File: src/rtl/prefetch_responder.sv
// -----------------------------------------------------------------------------
// prefetch_responder
//
// Streams a burst of 2^PREFETCH_WIDTH symbol pairs (S[x0-k], T[y0-k]) out of
// two host-loaded symbol buffers. It serves "current block" and "prefetch
// block" requests and has a one-deep pending slot. That slot lets a follow-on
// burst start on the cycle after pf_last with no gap.
//
// Optional feature macro: PREFETCH_OOB_FLAG_EN adds output pf_oob. pf_oob is
// high on beats where either index ran below zero.
//
// Ports
//   clk                      single clock, rising edge
//   reset_i                  asynchronous active-high reset
//   prefetch_request[1:0]    01 current block, 10 prefetch block, 00 none,
//                            11 illegal
//   in_block_x/y_startpoint  start indices for a current-block request
//   prefetch_x/y_startpoint  start indices for a prefetch-block request
//   done                     aborts any stream and clears the pending slot
//   seq_we/seq_sel/seq_addr/seq_data
//                            host write port (seq_sel 0 = S, 1 = T)
//   pf_S, pf_T               streamed symbols (zero when pf_valid is low)
//   pf_valid, pf_last        beat strobe, final beat of a burst
//   pf_target                0 current block, 1 prefetch block
//   pf_count                 beats remaining after this one
//   pf_busy                  high while streaming
//   err                      sticky: illegal request or dropped request
//   pf_oob                   (PREFETCH_OOB_FLAG_EN only) index underflow flag
// -----------------------------------------------------------------------------
`ifndef POSITION_WIDTH
`define POSITION_WIDTH 6
`endif
`ifndef BP_WIDTH
`define BP_WIDTH 2
`endif
`ifndef PREFETCH_WIDTH
`define PREFETCH_WIDTH 5
`endif

module prefetch_responder (
  input  logic                       clk,
  input  logic                       reset_i,
  input  logic [1:0]                 prefetch_request,
  input  logic [`POSITION_WIDTH-1:0] in_block_x_startpoint,
  input  logic [`POSITION_WIDTH-1:0] in_block_y_startpoint,
  input  logic [`POSITION_WIDTH-1:0] prefetch_x_startpoint,
  input  logic [`POSITION_WIDTH-1:0] prefetch_y_startpoint,
  input  logic                       done,
  input  logic                       seq_we,
  input  logic                       seq_sel,
  input  logic [`POSITION_WIDTH-1:0] seq_addr,
  input  logic [`BP_WIDTH-1:0]       seq_data,
  output logic [`BP_WIDTH-1:0]       pf_S,
  output logic [`BP_WIDTH-1:0]       pf_T,
  output logic                       pf_valid,
  output logic                       pf_last,
  output logic                       pf_target,
  output logic [`PREFETCH_WIDTH-1:0] pf_count,
  output logic                       pf_busy,
`ifdef PREFETCH_OOB_FLAG_EN
  output logic                       pf_oob,
`endif
  output logic                       err
);

  localparam int POS_W   = `POSITION_WIDTH;
  localparam int DATA_W  = `BP_WIDTH;
  localparam int CNT_W   = `PREFETCH_WIDTH;
  localparam int DEPTH   = 1 << POS_W;

  localparam logic signed [POS_W:0] IDX_ONE = 1;
  localparam logic [CNT_W-1:0]      CNT_ONE = 1;

  typedef enum logic {IDLE, STREAM} state_t;

  state_t state;

  logic [DATA_W-1:0] s_mem [DEPTH];
  logic [DATA_W-1:0] t_mem [DEPTH];

  // Index for the next beat of the running burst
  logic signed [POS_W:0] ptr_x_p0, ptr_y_p0;

  // Pending slot
  logic             pend_vld;
  logic             pend_tgt;
  logic [POS_W-1:0] pend_x, pend_y;

  // Request decode and launch selection
  logic             req_legal, req_tgt, last_now;
  logic             launch_pend, launch_req, launch, cont, to_pend, drop, err_set;
  logic [POS_W-1:0] req_x, req_y, lx, ly;
  logic             ltgt;

  logic signed [POS_W:0] beat_x, beat_y;
  logic [DATA_W-1:0]     s_beat, t_beat;
  logic [CNT_W-1:0]      cnt_next;
  logic                  oob_beat;

  // A negative index reads as zero.
  function automatic logic [DATA_W-1:0] zero_pad(input logic signed [POS_W:0] idx,
                                                 input logic [DATA_W-1:0]     raw);
    return (idx < 0) ? '0 : raw;
  endfunction

  // Symbol buffers: no reset, so contents survive reset_i. A read in the
  // same cycle as a write to that address sees the old value, because the
  // output registers sample the array before the write commits.
  always_ff @(posedge clk) begin
    if (seq_we && !seq_sel) s_mem[seq_addr] <= seq_data;
    if (seq_we &&  seq_sel) t_mem[seq_addr] <= seq_data;
  end

  always_comb begin
    req_legal = (prefetch_request == 2'b01) || (prefetch_request == 2'b10);
    req_tgt   = (prefetch_request == 2'b10);
    req_x     = req_tgt ? prefetch_x_startpoint : in_block_x_startpoint;
    req_y     = req_tgt ? prefetch_y_startpoint : in_block_y_startpoint;
    last_now  = (state == STREAM) && pf_last;

    // A pending burst launches directly after pf_last. If the slot is empty
    // at that point, a request arriving on the last beat launches instead.
    launch_pend = !done && last_now && pend_vld;
    launch_req  = !done && req_legal && ((state == IDLE) || (last_now && !pend_vld));
    launch      = launch_pend || launch_req;
    cont        = !done && (state == STREAM) && !pf_last;

    // The slot frees on the same edge its burst launches, so a request
    // arriving then can take it.
    to_pend = !done && req_legal && (state == STREAM) && !launch_req &&
              (!pend_vld || launch_pend);
    drop    = !done && req_legal && (state == STREAM) && pend_vld && !launch_pend;
    err_set = drop || (prefetch_request == 2'b11);

    lx   = launch_pend ? pend_x   : req_x;
    ly   = launch_pend ? pend_y   : req_y;
    ltgt = launch_pend ? pend_tgt : req_tgt;

    beat_x   = launch ? $signed({1'b0, lx}) : ptr_x_p0;
    beat_y   = launch ? $signed({1'b0, ly}) : ptr_y_p0;
    s_beat   = zero_pad(beat_x, s_mem[beat_x[POS_W-1:0]]);
    t_beat   = zero_pad(beat_y, t_mem[beat_y[POS_W-1:0]]);
    cnt_next = launch ? '1 : (pf_count - CNT_ONE);
    oob_beat = (beat_x < 0) || (beat_y < 0);
  end

  // Control and registered outputs
  always_ff @(posedge clk or posedge reset_i) begin
    if (reset_i) begin
      state     <= IDLE;
      pend_vld  <= 1'b0;
      err       <= 1'b0;
      pf_valid  <= 1'b0;
      pf_last   <= 1'b0;
      pf_target <= 1'b0;
      pf_count  <= '0;
      pf_S      <= '0;
      pf_T      <= '0;
      pf_busy   <= 1'b0;
`ifdef PREFETCH_OOB_FLAG_EN
      pf_oob    <= 1'b0;
`endif
    end else begin
      err <= err | err_set;

      if (done)             pend_vld <= 1'b0;
      else if (to_pend)     pend_vld <= 1'b1;
      else if (launch_pend) pend_vld <= 1'b0;

      if (launch || cont) begin
        state    <= STREAM;
        pf_busy  <= 1'b1;
        pf_valid <= 1'b1;
        pf_S     <= s_beat;
        pf_T     <= t_beat;
        pf_count <= cnt_next;
        pf_last  <= (cnt_next == '0);
        if (launch) pf_target <= ltgt;
`ifdef PREFETCH_OOB_FLAG_EN
        pf_oob   <= oob_beat;
`endif
      end else begin
        state     <= IDLE;
        pf_busy   <= 1'b0;
        pf_valid  <= 1'b0;
        pf_S      <= '0;
        pf_T      <= '0;
        pf_count  <= '0;
        pf_last   <= 1'b0;
        pf_target <= 1'b0;
`ifdef PREFETCH_OOB_FLAG_EN
        pf_oob    <= 1'b0;
`endif
      end
    end
  end

  // Datapath registers: index pointers and captured pending startpoints
  always_ff @(posedge clk) begin
    if (launch || cont) begin
      ptr_x_p0 <= beat_x - IDX_ONE;
      ptr_y_p0 <= beat_y - IDX_ONE;
    end
    if (to_pend) begin
      pend_x   <= req_x;
      pend_y   <= req_y;
      pend_tgt <= req_tgt;
    end
  end

`ifndef PREFETCH_OOB_FLAG_EN
  logic unused_oob;
  assign unused_oob = oob_beat;
`endif

endmodule

File: config.mk
export PLATFORM = sky130hd
export DESIGN_NAME = prefetch_responder
export DESIGN_NICKNAME = d
export VERILOG_FILES = /design/src/rtl/prefetch_responder.sv
export SDC_FILE = /design/constraint.sdc
export NUM_CORES = 1
export LEC_CHECK = 0
export ABC_AREA = 1
export CAP_MARGIN = 15
export CORE_MARGIN = 8
export CORE_UTILIZATION = 55
export DETAILED_ROUTE_END_ITERATION = 7
export PLACE_DENSITY_LB_ADDON = 0.2
export SLEW_MARGIN = 40
export SYNTH_ARGS = -nofsm -noshare
export SYNTH_HDL_FRONTEND = slang
export SYNTH_SLANG_ARGS = --single-unit
export TNS_END_PERCENT = 20
File: constraint.sdc
create_clock -name clk -period 2.64 [get_ports clk]
set_clock_uncertainty 0.2 [all_clocks]
set_input_delay 0.528 -clock clk [delete_from_list [all_inputs] [get_ports clk]]
set_output_delay 0.528 -clock clk [all_outputs]
set_load 0.01 [all_outputs]
==> results of run 1 <==
==> critical path: stages <==
cell                              delay, ns
sky130_fd_sc_hd__clkdlybuf4s50_1       0.42
sky130_fd_sc_hd__inv_1                 0.12
sky130_fd_sc_hd__nand4_4               0.16
sky130_fd_sc_hd__buf_6                 0.19
sky130_fd_sc_hd__buf_4                 0.16
sky130_fd_sc_hd__nand3_1               0.07
sky130_fd_sc_hd__o211ai_1              0.11
sky130_fd_sc_hd__o21ai_2               0.19
sky130_fd_sc_hd__clkinv_4              0.11
sky130_fd_sc_hd__buf_12                0.16
sky130_fd_sc_hd__nand3_1               0.09
sky130_fd_sc_hd__nand3_1               0.11
sky130_fd_sc_hd__nand3_2               0.13
sky130_fd_sc_hd__nand3_1               0.09
sky130_fd_sc_hd__nand2_1               0.08
sky130_fd_sc_hd__nor2_1                0.04
==> power groups by stage <==
stage,Sequential (uW),Clock (uW),Combinational (uW)
final,5330,4270,2710
after global routing,5330,4480,2950
after CTS,5320,4290,2490
after detailed placement,5420,0,2460
after global placement,5420,0,2420
after floorplan,5430,0,1460
==> flip-flops by register name, summed over array words and instances (netlist names), 5 cells and up <==
| signal | count |
|---|---|
| pend_x | 6 |
| pend_y | 6 |
| pf_count | 5 |
| ptr_x_p0 | 7 |
| ptr_y_p0 | 7 |
| s_mem | 128 |
| t_mem | 128 |
==> cells in the mapped netlist (all sizes together) <==
cell and n:
clkinv 6, o211ai 8, dfrtp 14, xor2 12, nor4 1, o31ai 1
buf 50, o21ai 16, or2 1, nor2 40, nand3b 4, nand2 329
nor3 120, inv 48, nand3 294, nand4 1, clkbuf 24, edfxtp 283
ha 5, xnor2 1
==> cell families after synthesis <==
group                      count (synthesis)  synth area share, %
and+or+nand+nor                          790                26.72
buffers and inverters                    128                4.710
xor gates and xnor gates                  13               0.8471
DFF                                      297                65.83
adders and majority gates                  5               0.4654
AOI/OAI and AO/OA                         25                1.434
==> routing by layer <==
layer	vias up	GRT usage, %	wire (um)
met5	-	0	13
met2	510	36.81	16300
met3	75	4.932	3871
li1	4738	-	-
met4	2	7.084	805
met1	4917	32.16	14480
==> timing repair <==
action                     4_1_cts  5_1_grt
setup endpoints to repair        5        7
gates resized for setup          7       30
pin swaps                        1        6
setup buffers                    0        7
cloned                           0        6
==> per-stage QoR <==
stage	instance area [sq um]	setup TNS, ns	total power, uW	std cells	util [%]
after floorplan	13440	-0.001237	6882	1258	-
after global placement	15080	-8.461	7837	1673	62.37
after detailed placement	15080	-8.950	7879	1673	62.37
after CTS	16110	0	12110	1728	66.63
after global routing	16400	-0.1330	12770	1741	67.84
final	16400	0	12310	1741	67.84
==> cells in the final DEF (no fill, tap or decap), drive strengths merged <==
| cell | count |
|---|---|
| xnor2 | 1 |
| nand4 | 1 |
| clkinv | 19 |
| clkinvlp | 3 |
| dfrtp | 14 |
| nand2 | 330 |
| xor2 | 12 |
| o31ai | 1 |
| or2 | 1 |
| clkdlybuf4s50 | 48 |
| nor3 | 120 |
| nand3b | 4 |
| o21ai | 16 |
| nor2 | 40 |
| inv | 47 |
| nor4 | 1 |
| bufinv | 4 |
| nand3 | 294 |
| ha | 5 |
| buf | 123 |
| o211ai | 8 |
| edfxtp | 283 |
| dlymetal6s2s | 2 |
| clkbuf | 40 |
==> cell type report <==
cell class	count	area (sq um)	share of cell area, %
clock buffers	36	794.5	4.844
clock inverters	19	196.4	1.198
inverters	54	210.2	1.282
multi-input cells	834	4098	24.98
flip-flops and latches	297	8850	53.96
well taps	324	405.4	2.472
repair buffers	177	1848	11.27
==> how the worst min path moves through the flow <==
stage | endpoint | slack (ns) | depth (start not counted)
2_1_floorplan | err | 0.22 | 1
3_3_place_gp | err | 0.25 | 2
3_5_place_dp | err | 0.26 | 2
4_1_cts | pend_vld | 0.20 | 2
5_1_grt | pf_T[1] | 0.26 | 2
6_report | pf_S[1] | 0.20 | 2
==> results, run 1 <==
- The final hold violation count is 0.
- After global routing the overflow that remains totals 0.
- The sum of net half-perimeters after detailed placement is 21920 um.
- The sequential group share of total power is 43.3%.
- STA classifies the critical path endpoint as a flop.
- Before CTS, the worst setup slack after placement is -0.6634 ns.
- The register area share after synthesis is 65.83%.
- Of the total power, the share spent switching nets is 27.76%.
- Synthesis instantiated 32 different standard cells from the library.
- The post-synthesis cell area is 0.01344 sq mm.
- The reported net switching power is 3416 uW.
- Dividing the detail-routed via count by the number of cells gives 5.883.
- The clock passes through at most 3 buffers.
- The arrival time at the worst endpoint is 2.77 ns.
- The net count of the finished layout is 1438.
- The number of max-capacitance violations reported is 0.
- The fraction of post-synthesis cell area in the top cell type by area is 63.22%.
- For this design, the CTS-stage hold fixing added 0 buffers.
- At the worst endpoint, the required time is 2.88 ns.
- Port buffering added 52 buffers.
- The number of sinks handled by clock tree synthesis is 297.
- The capture point of the worst reg-to-reg path is pf_T[0].
- The net count after synthesis is 1302.
- In this run the number of H-tree levels came out at 1.
- The TritonCTS clock tree is yes.
- The number of cells on the worst reg-to-reg path is 15.
- The worst setup path category is in -> reg.
- The most critical setup path has its startpoint at done.
- The number of search-and-repair iterations in the first detailed-routing pass is 5.
- The later pin in the worst-skew pair is clocked with a latency of 0.55 ns.
- The pin count of the biggest net entering global routing is 74.
- By area the synthesized netlist is led by sky130_fd_sc_hd__edfxtp_1, sky130_fd_sc_hd__nand3_1, sky130_fd_sc_hd__nand2_1, sky130_fd_sc_hd__nor3_1, sky130_fd_sc_hd__dfrtp_1.
- For this design the ratio of total power to cell area is 750.3 mW/mm^2.
- CTS placed an instance of sky130_fd_sc_hd__clkbuf_16 at the clock tree root.
- The layout has 1732 filler cells.
- Hold is met by 0.2032 ns.
- The cell type with the largest total area after synthesis is sky130_fd_sc_hd__edfxtp_1.
- The initial antenna violation count came to 1.
- Internal power comes to 8889 uW.
- In the final routed layout, each cell accounts on average for 20.38 um.
- Across every metal layer, demand over resource in global routing totals 23.33%.
- The worst-case setup margin in the final layout is 0.1090 ns.
- The die footprint is 0.02970 sq mm.
- The clock share of power is 34.7%.
- The number of clock buffers added by TritonCTS is 30.
- The max-slew violation count is 0.
- After detailed routing, the number of remaining DRC violations is 0.
- The top-level I/O count is 53.
- For the pin with the worst max-slew slack, the measured transition is 0.7282 ns.
- The final routed wirelength across all metal layers is 35470 um.
- The launch instance of the worst register-to-register path is pend_vld.
- The wire length of the first global-routing pass is 53300 um.
- The die height is 172.3 um.
- The layout cell share with drive strength beyond 1 is 16.09%.
- In this run the register-to-register setup slack is 0.11 ns.
- The worst hold path class is in -> async.
- The post-synthesis area per instance is 10.68 sq um.
- VDD sags by at most 0.0004452 V.
- The synthesis warning total is 0.
- The static leakage is 0.006052 uW.
- Once the floorplan was initialized, standard cells occupied 55.60% of the core.
- The minimum period implied by the final worst setup slack is 2.531 ns.
- The post-route antenna net violation count is 0.
- Timing would allow up to 395.1 MHz.
- The standard-cell row count is 57.
- The startpoint class of the critical path is an input pin.
- The flow ran to the end, and the final reports show no timing, DRC or antenna violations.
- In this run, the combinational gates consume 22.1% of the power.
- The clock-pin slew of the registers on the worst-case setup and hold paths is 0.06 ns.
- The count of routing violations after the opening detailed-route iteration is 1234.
- The via count of the first global-routing pass is 9743.
- The ratio of final minimum period to clock period is 95.87%.
- Detailed routing inserted a total of 10.24k vias.
- The worst slew margin relative to its limit is 51.40%.
- The capture point of the worst path is pf_T[0].
- The largest fanout on the critical path is 9.
- From left edge to right edge, the die measures 172.3 um.
- In the synthesized netlist, the number of instances is 1258.
- The routability congestion estimate is 0.8346.
- Relative to the synthesized area, the layout overhead comes to 22.02%.
- The flip-flop and latch count after synthesis is 297.
- The area inside the core boundary is 0.02418 sq mm.
- The count of antenna diodes in the layout is 0.
- The setup violation total in the final timing report is 0.
Note: power is estimated with default switching activity, not from simulation.
==> inputs of run 2 (changes only) <==
- CORE_ASPECT_RATIO: not set -> 0.75
- HOLD_SLACK_MARGIN: not set -> 0.1
==> run 2 against run 1 <==
Fmax is 3.3% lower. Cell area is 3.6% higher. Largest cell class unchanged. Combinational power is 19% higher. Cell count is 1.3% higher. Total power is 2.7% higher. Global-route usage hardly changed.
==> results, run 2 (synthesis gave the netlist of run 1 again) <==
- The run finished with clean final reports.
- TritonCTS built the clock tree.
- The number of sinks handled by clock tree synthesis is 297.
- On the worst path, the slowest cell contributes a delay of 0.49 ns.
- After clock tree synthesis, the clock-pin slew on the worst setup and hold paths is 0.06 ns.
- The initial antenna violation count is 0.
- The peak supply drop is 0.0005119 V.
- Across every metal layer, demand over resource in global routing totals 23.28%.
- The layout cell share with drive strength beyond 1 is 18.09%.
- The routed length per instance is 22.37 um.
- The critical path's slowest cell is sky130_fd_sc_hd__clkdlybuf4s50_1.
- Input and output buffers added on the ports amount to 52.
- The wire length of the first global-routing pass is 53960 um.
- The max-slew violation count is 0.
- Entering global routing, the biggest net connects 65 pins.
- The most critical setup path has its startpoint at done.
- For met3 alone, demand over resource in global routing was 5.662%.
- The number of remaining DRC errors is 0.
- CTS built an H-tree with a depth of 1.
- Counting the buffers created by CTS gives 29.
- The worst setup path is of the in -> reg kind.
- The floorplan has 49 rows.
- The total congestion overflow after global routing is 0.
- The setup violation total in the final timing report is 0.
- Counting tap cells, the placed design contains a total of 1673 instances.
- Once layout is complete, the cells apart from fillers number 1763.
- Timing would allow up to 382.0 MHz.
- The final hold violation count is 0.
- Cells fill 70.86% of the core in the end.
- The worst path in the final design needs a cycle of 2.618 ns, including I/O delays and setup.
- Leaving out fill and tap cells, the most frequent cells in the layout are sky130_fd_sc_hd__nand2_1, sky130_fd_sc_hd__edfxtp_1, sky130_fd_sc_hd__nand3_1.
- Counting both buffers and inverters, the worst setup path holds a total of 5.
- The die covers 0.02975 sq mm.
- From synthesis to final layout, the design area changed by 26.37%.
- The type of element capturing the critical path is a flop.
- The library cell used most frequently in the layout, excluding fill and tap cells, is sky130_fd_sc_hd__nand2_1.
- The die is 196.5 um wide.
- Data on the critical path is required at its endpoint by 2.88 ns.
- The layout net count is 1453.
- The largest fanout on the critical path is 8.
- The met2 global-route usage is 33.27%.
- For this run, global-route usage on met1 was measured as 35.19%.
- The vias per cell is 6.135.
- The tool flagged a number of max-cap violations equal to 0.
- At the end of routability-driven placement, the weighted congestion stood at 0.8750.
- The count of antenna diodes in the layout is 0.
- The number of search-and-repair iterations in the first detailed-routing pass is 6.
- The total number of vias is 10.82k.
- The via count of the first global-routing pass is 9560.
- The cell family contributing the most delay on the critical path is buffers and inverters.
- Counting stages on the worst path, the most repeated cell is sky130_fd_sc_hd__nand3_1.
- Summed over all layers, the routed wires come to 39440 um.
- The floorplan step set the die height to 151.4 um.
- Once layout is done, the placed cells without fillers occupy 0.01699 sq mm.
- In this run, the number of DRC markers left after iteration 0 of detailed routing was 1525.
- The clock passes through at most 3 buffers.
- The area inside the core boundary is 0.02397 sq mm.
- The top-level I/O count is 53.
- In this run the worst hold path is classified as in -> reg.
- After detailed placement, the total cell area comes to 0.01502 sq mm.
- The worst min-delay path startpoint is prefetch_request[0].
- In this run the clock root is driven by a sky130_fd_sc_hd__clkbuf_16.
- Data on the critical path arrives at its endpoint at 2.86 ns.
- The total power of the final layout is 12640 uW.
- The launch instance of the worst register-to-register path is pf_last.
- met1 is the most crowded layer.
- The post-route antenna net violation count is 0.
- Once detailed placement completed, the half-perimeter wirelength came to 21970 um.
- STA classifies the critical path startpoint as an input pin.
- Walking the worst path, the cells encountered are clkdlybuf4s50_1 -> inv_1 -> nand4_4 -> buf_12 -> nand2_8 -> buf_12 -> nand3_2 -> nand2_4 -> clkbuf_16 -> nand3_1 -> nand3_1 -> nand3_2 -> nand3_1 -> nand3_1 -> nand2_1 -> nor2_1.
- Once the floorplan was initialized, standard cells occupied 56.07% of the core.
- In this run the static leakage power is 0.006292 uW.
- The power per cell area is 744.2 mW/mm^2.
- The ratio of final minimum period to clock period is 99.17%.
- Headroom to the max-slew limit came out at 49.01%.
- For the pin with the worst max-slew slack, the measured transition is 0.7640 ns.
- The clock insertion delay at the later pin of the skew report is 0.56 ns.
- The largest registers in the layout are s_mem: 128 flops, t_mem: 128 flops.
==> run 2: cell types whose count changed in the layout (fill, tap and decap cells not counted), moves of 4 or more <==
cell,previous run,this run
sky130_fd_sc_hd__buf_4,94,86
sky130_fd_sc_hd__nand2_8,1,5
sky130_fd_sc_hd__nand3_2,12,21
sky130_fd_sc_hd__nand2_1,313,307
sky130_fd_sc_hd__nand3_1,281,270
sky130_fd_sc_hd__buf_6,5,10
sky130_fd_sc_hd__clkbuf_16,35,47
==> run 2: stage by stage <==
stage          hold WS (ns)  worst slack, ns  setup TNS, ns
2_1_floorplan        0.2172       -0.0009077      -0.001237
3_3_place_gp         0.2529          -0.5983         -10.29
3_5_place_dp         0.2545          -0.5953         -10.76
4_1_cts              0.2310         -0.02874       -0.02874
5_1_grt              0.2113         -0.07770        -0.1837
6_report             0.1769          0.02188              0
==> run 2: area by class of cell <==
cell class                 instances  area (sq um)
inverter                          54         234.0
clock inverter                    21         187.7
multi-input combinational        835          4283
sequential                       297          8850
clock buffer                      33         740.7
tap                              331         414.1
fill                            1597          6985
timing repair buffer             192          2277
==> run 2: tightest hold or removal path: stages <==
cell	delay, ns
sky130_fd_sc_hd__dlymetal6s2s_1	0.12
sky130_fd_sc_hd__ha_1	0.15
sky130_fd_sc_hd__nor2_1	0.04
sky130_fd_sc_hd__o31ai_1	0.05
==> run 2: repair_timing <==
action | 4_1_cts | 5_1_grt
setup endpoints to repair | 6 | 13
gates resized for setup | 5 | 74
gates cloned | 1 | 25
setup buffers | 0 | 10
pin swaps | 0 | 21
hold buffers | 0 | 0
==> run 2: metal layers <==
layer  up-vias  part of all wire (%)
li1       4766                     -
met1      5038                    40
met2       893                    41
met3       119                    16
met4         0                   3.1
met5         -                     0
==> run 2: where the power goes <==
| part | internal, uW | switching, uW |
|---|---|---|
| registers | 5280 | 58.0 |
| clock network | 2310 | 1770 |
| logic | 1340 | 1890 |
==> run 2: worst paths after layout <==
kind / slack [ns] / cells after the start / endpoint
hold / removal: 0.18 / 4 / err
setup / recovery: 0.02 / 16 / pf_T[0]
max in group asynchronous: 1.49 / 2 / state
min in group asynchronous: 0.23 / 2 / pf_S[0]
setup reg to reg: 0.05 / 15 / pf_T[0]
hold reg to reg: 0.26 / 2 / err
==> inputs of run 3 (changes only) <==
- CORE_MARGIN: 8 -> 2
- SKIP_LAST_GASP: not set -> 1
==> run 3 against run 2 <==
Sequential power about the same. Cell area down 0.43%. Critical path depth unchanged. Worst hold slack better by 0.012 ns. Largest cell class unchanged. Highest routed layer unchanged.
==> results, run 3 (synthesis gave the netlist of run 1 again) <==
- The launching element of the worst setup path is done.
- Timing analysis after detailed placement gives a worst setup slack of -0.6830 ns.
- The post-route netlist has 19.67% of its cells at a drive strength greater than 1.
- The total cell area at the placement stage is 0.01510 sq mm.
- For this run, the top clock speed supported by timing is 389.9 MHz.
- 53 I/O pins were placed.
- For the pin with the worst max-slew slack, the measured transition is 0.6927 ns.
- The pin count of the biggest net entering global routing is 65.
- The final hold violation count was 0.
- Global routing used 27.19% of the available tracks.
- The wire length of the first global-routing pass is 53730 um.
- The count of cells along the worst register-to-register path is 14.
- Of the total power, the share spent switching nets is 28.97%.
- After detailed routing, the total wire length is 36810 um.
- Leaving out fill and tap cells, the most frequent cell in the layout is sky130_fd_sc_hd__nand2_1.
- The combinational share of power is 25.0%.
- The launch instance of the worst register-to-register path is state.
- The sequential group share of total power is 42.7%.
- The clock insertion delay at the later pin of the skew report is 0.56 ns.
- The core region is 0.02397 sq mm.
- Setup repair after global routing could not meet its margin everywhere.
- The routed length per instance is 20.85 um.
- The final-layout setup total negative slack is 0 ns.
- The static leakage is 0.006271 uW.
- The run finished with clean final reports.
- The cell sitting at the root of the clock tree is a sky130_fd_sc_hd__clkbuf_16.
- The worst register-to-register path ends at pf_S[1].
- The number of remaining DRC errors is 0.
- The count of antenna diodes in the layout is 0.
- The number of max-capacitance violations reported is 0.
- TritonCTS built the clock tree.
- The synthesis-to-finish area growth is 25.82%.
- The vias per cell is 5.971.
- The library cells used most frequently in the layout, excluding fill and tap cells, are sky130_fd_sc_hd__nand2_1, sky130_fd_sc_hd__edfxtp_1, sky130_fd_sc_hd__nand3_1.
- The final route contains 10.54k vias.
- CTS built an H-tree with a depth of 1.
- The worst setup path is of the in -> reg kind.
- The required time reported for the critical path endpoint is 2.88 ns.
- The ratio of final minimum period to clock period is 97.14%.
- The largest registers in the layout are s_mem: 128 flops, t_mem: 128 flops.
- The first routing iteration left 1619 violations.
- The sum of net half-perimeters after detailed placement is 22040 um.
- The clock tree buffer depth is 3.
- The number of search-and-repair iterations in the first detailed-routing pass is 6.
- The critical path's slowest cell is sky130_fd_sc_hd__clkdlybuf4s50_1.
- Setup slack on the critical path of the routed design comes to 0.07544 ns.
- The internal power is 8869 uW.
- Traced cell by cell, the critical path runs through clkdlybuf4s50_1 -> inv_2 -> nand4_4 -> buf_6 -> buf_4 -> nand3b_1 -> nand2_8 -> clkbuf_16 -> nand2_1 -> nand3_1 -> nand3_2 -> nand3_4 -> nand3_1 -> nand2_1 -> nor2_1 -> nor2_1.
- The power per cell area is 738.3 mW/mm^2.
- The die footprint is 0.02572 sq mm.
- The routability congestion estimate is 0.8530.
- The total congestion overflow after global routing is 0.
- Across the VDD grid, the largest voltage drop is 0.0005866 V.
- The filler cells instantiated in the layout total 1691.
- The largest fanout on the critical path is 8.
- The initial antenna violation count is 0.
- The die height is 139.4 um.
- The worst slew margin relative to its limit is 53.77%.
- The minimum period implied by the final worst setup slack is 2.565 ns.
- The clock net in this run drives a total of 297 sinks.
- The total of buffers placed on input and output ports is 52.
- The initial utilization of the core area, before any placement, comes to 56.07%.
- The post-route antenna net violation count is 0.
- With fillers left out, the area of the finished cells amounts to 0.01691 sq mm.
- For the worst setup path, the data arrival time is 2.80 ns.
- The worst hold path class is in -> async.
- Per report_power, the clock group accounts for 32.4% of the total.
- Clock-pin slew was measured on the worst setup and hold paths at 0.06 ns.
- The via count of the first global-routing pass is 9663.
- The type of element capturing the critical path is a flop.
- The startpoint class of the critical path is an input pin.
- The register-to-register path setup slack is 0.11 ns.
- Measured along the x axis, the die boundary spans 184.5 um.
- The largest single stage delay on the critical path is 0.45 ns.
- Setup violations remaining at the end of the flow were counted as 0.
- The standard-cell row count is 49.
- The layout net count is 1458.
- The max-slew violation count was 0.
- Summed over all nets, the switching power comes to 3617 uW.
- The CTS buffer count is 29.
run 3: through the flow:
step	instances	hold WS (ns)	utilization, %	total power, uW
final	1765	0.1891	70.55	12490
after global routing	1765	0.2045	70.55	12910
after CTS	1741	0.2143	67.41	11970
after detailed placement	1685	0.2578	62.99	7895
after global placement	1685	0.2555	62.99	7859
after floorplan	1258	0.2172	-	6882
run 3: worst max path at each step:
stage                        to  slack, ns
floorplan           ptr_y_p0[6]    -0.0009
global placement        pf_S[0]      -0.64
detailed placement      pf_S[0]      -0.68
CTS                     pf_S[1]      0.004
global route            pf_S[0]      -0.02
finish                  pf_S[1]       0.08
run 3: what timing repair did:
action | 4_1_cts | 5_1_grt
endpoints found under the setup margin | 8 | 9
pin swaps | 2 | 25
gates resized for setup | 16 | 82
hold buffers | 0 | 0
buffers inserted | 3 | 7
gates cloned | 2 | 17
run 3: metal layers:
layer,track usage [%],share of wire (%)
met1,44.10,41
met2,38.15,43
met3,4.501,14
met4,6.611,2.1
met5,0,0
run 3: power groups by stage:
stage | registers (uW) | logic, uW | clock network [uW]
3_5_place_dp | 5430 | 2470 | 0
6_report | 5330 | 3120 | 4040
3_3_place_gp | 5420 | 2440 | 0
4_1_cts | 5330 | 2570 | 4070
5_1_grt | 5340 | 3320 | 4260
2_1_floorplan | 5430 | 1460 | 0
run 3: layout make-up:
cell class	count	area [sq um]	share of cell area [%]
clock buffers	33	740.7	4.380
clock inverters	18	177.7	1.051
inverters	54	215.2	1.272
multi-input cells	835	4312	25.49
flip-flops and latches	297	8851	52.33
well taps	331	414.1	2.449
repair buffers	196	2196	12.98
repair inverters	1	6.256	0.03699
run 3: worst max-delay path: cells and delay by family:
family / cells / cell delay, ns
simple gates: 11 / 1.17
buf+inv: 5 / 1.07
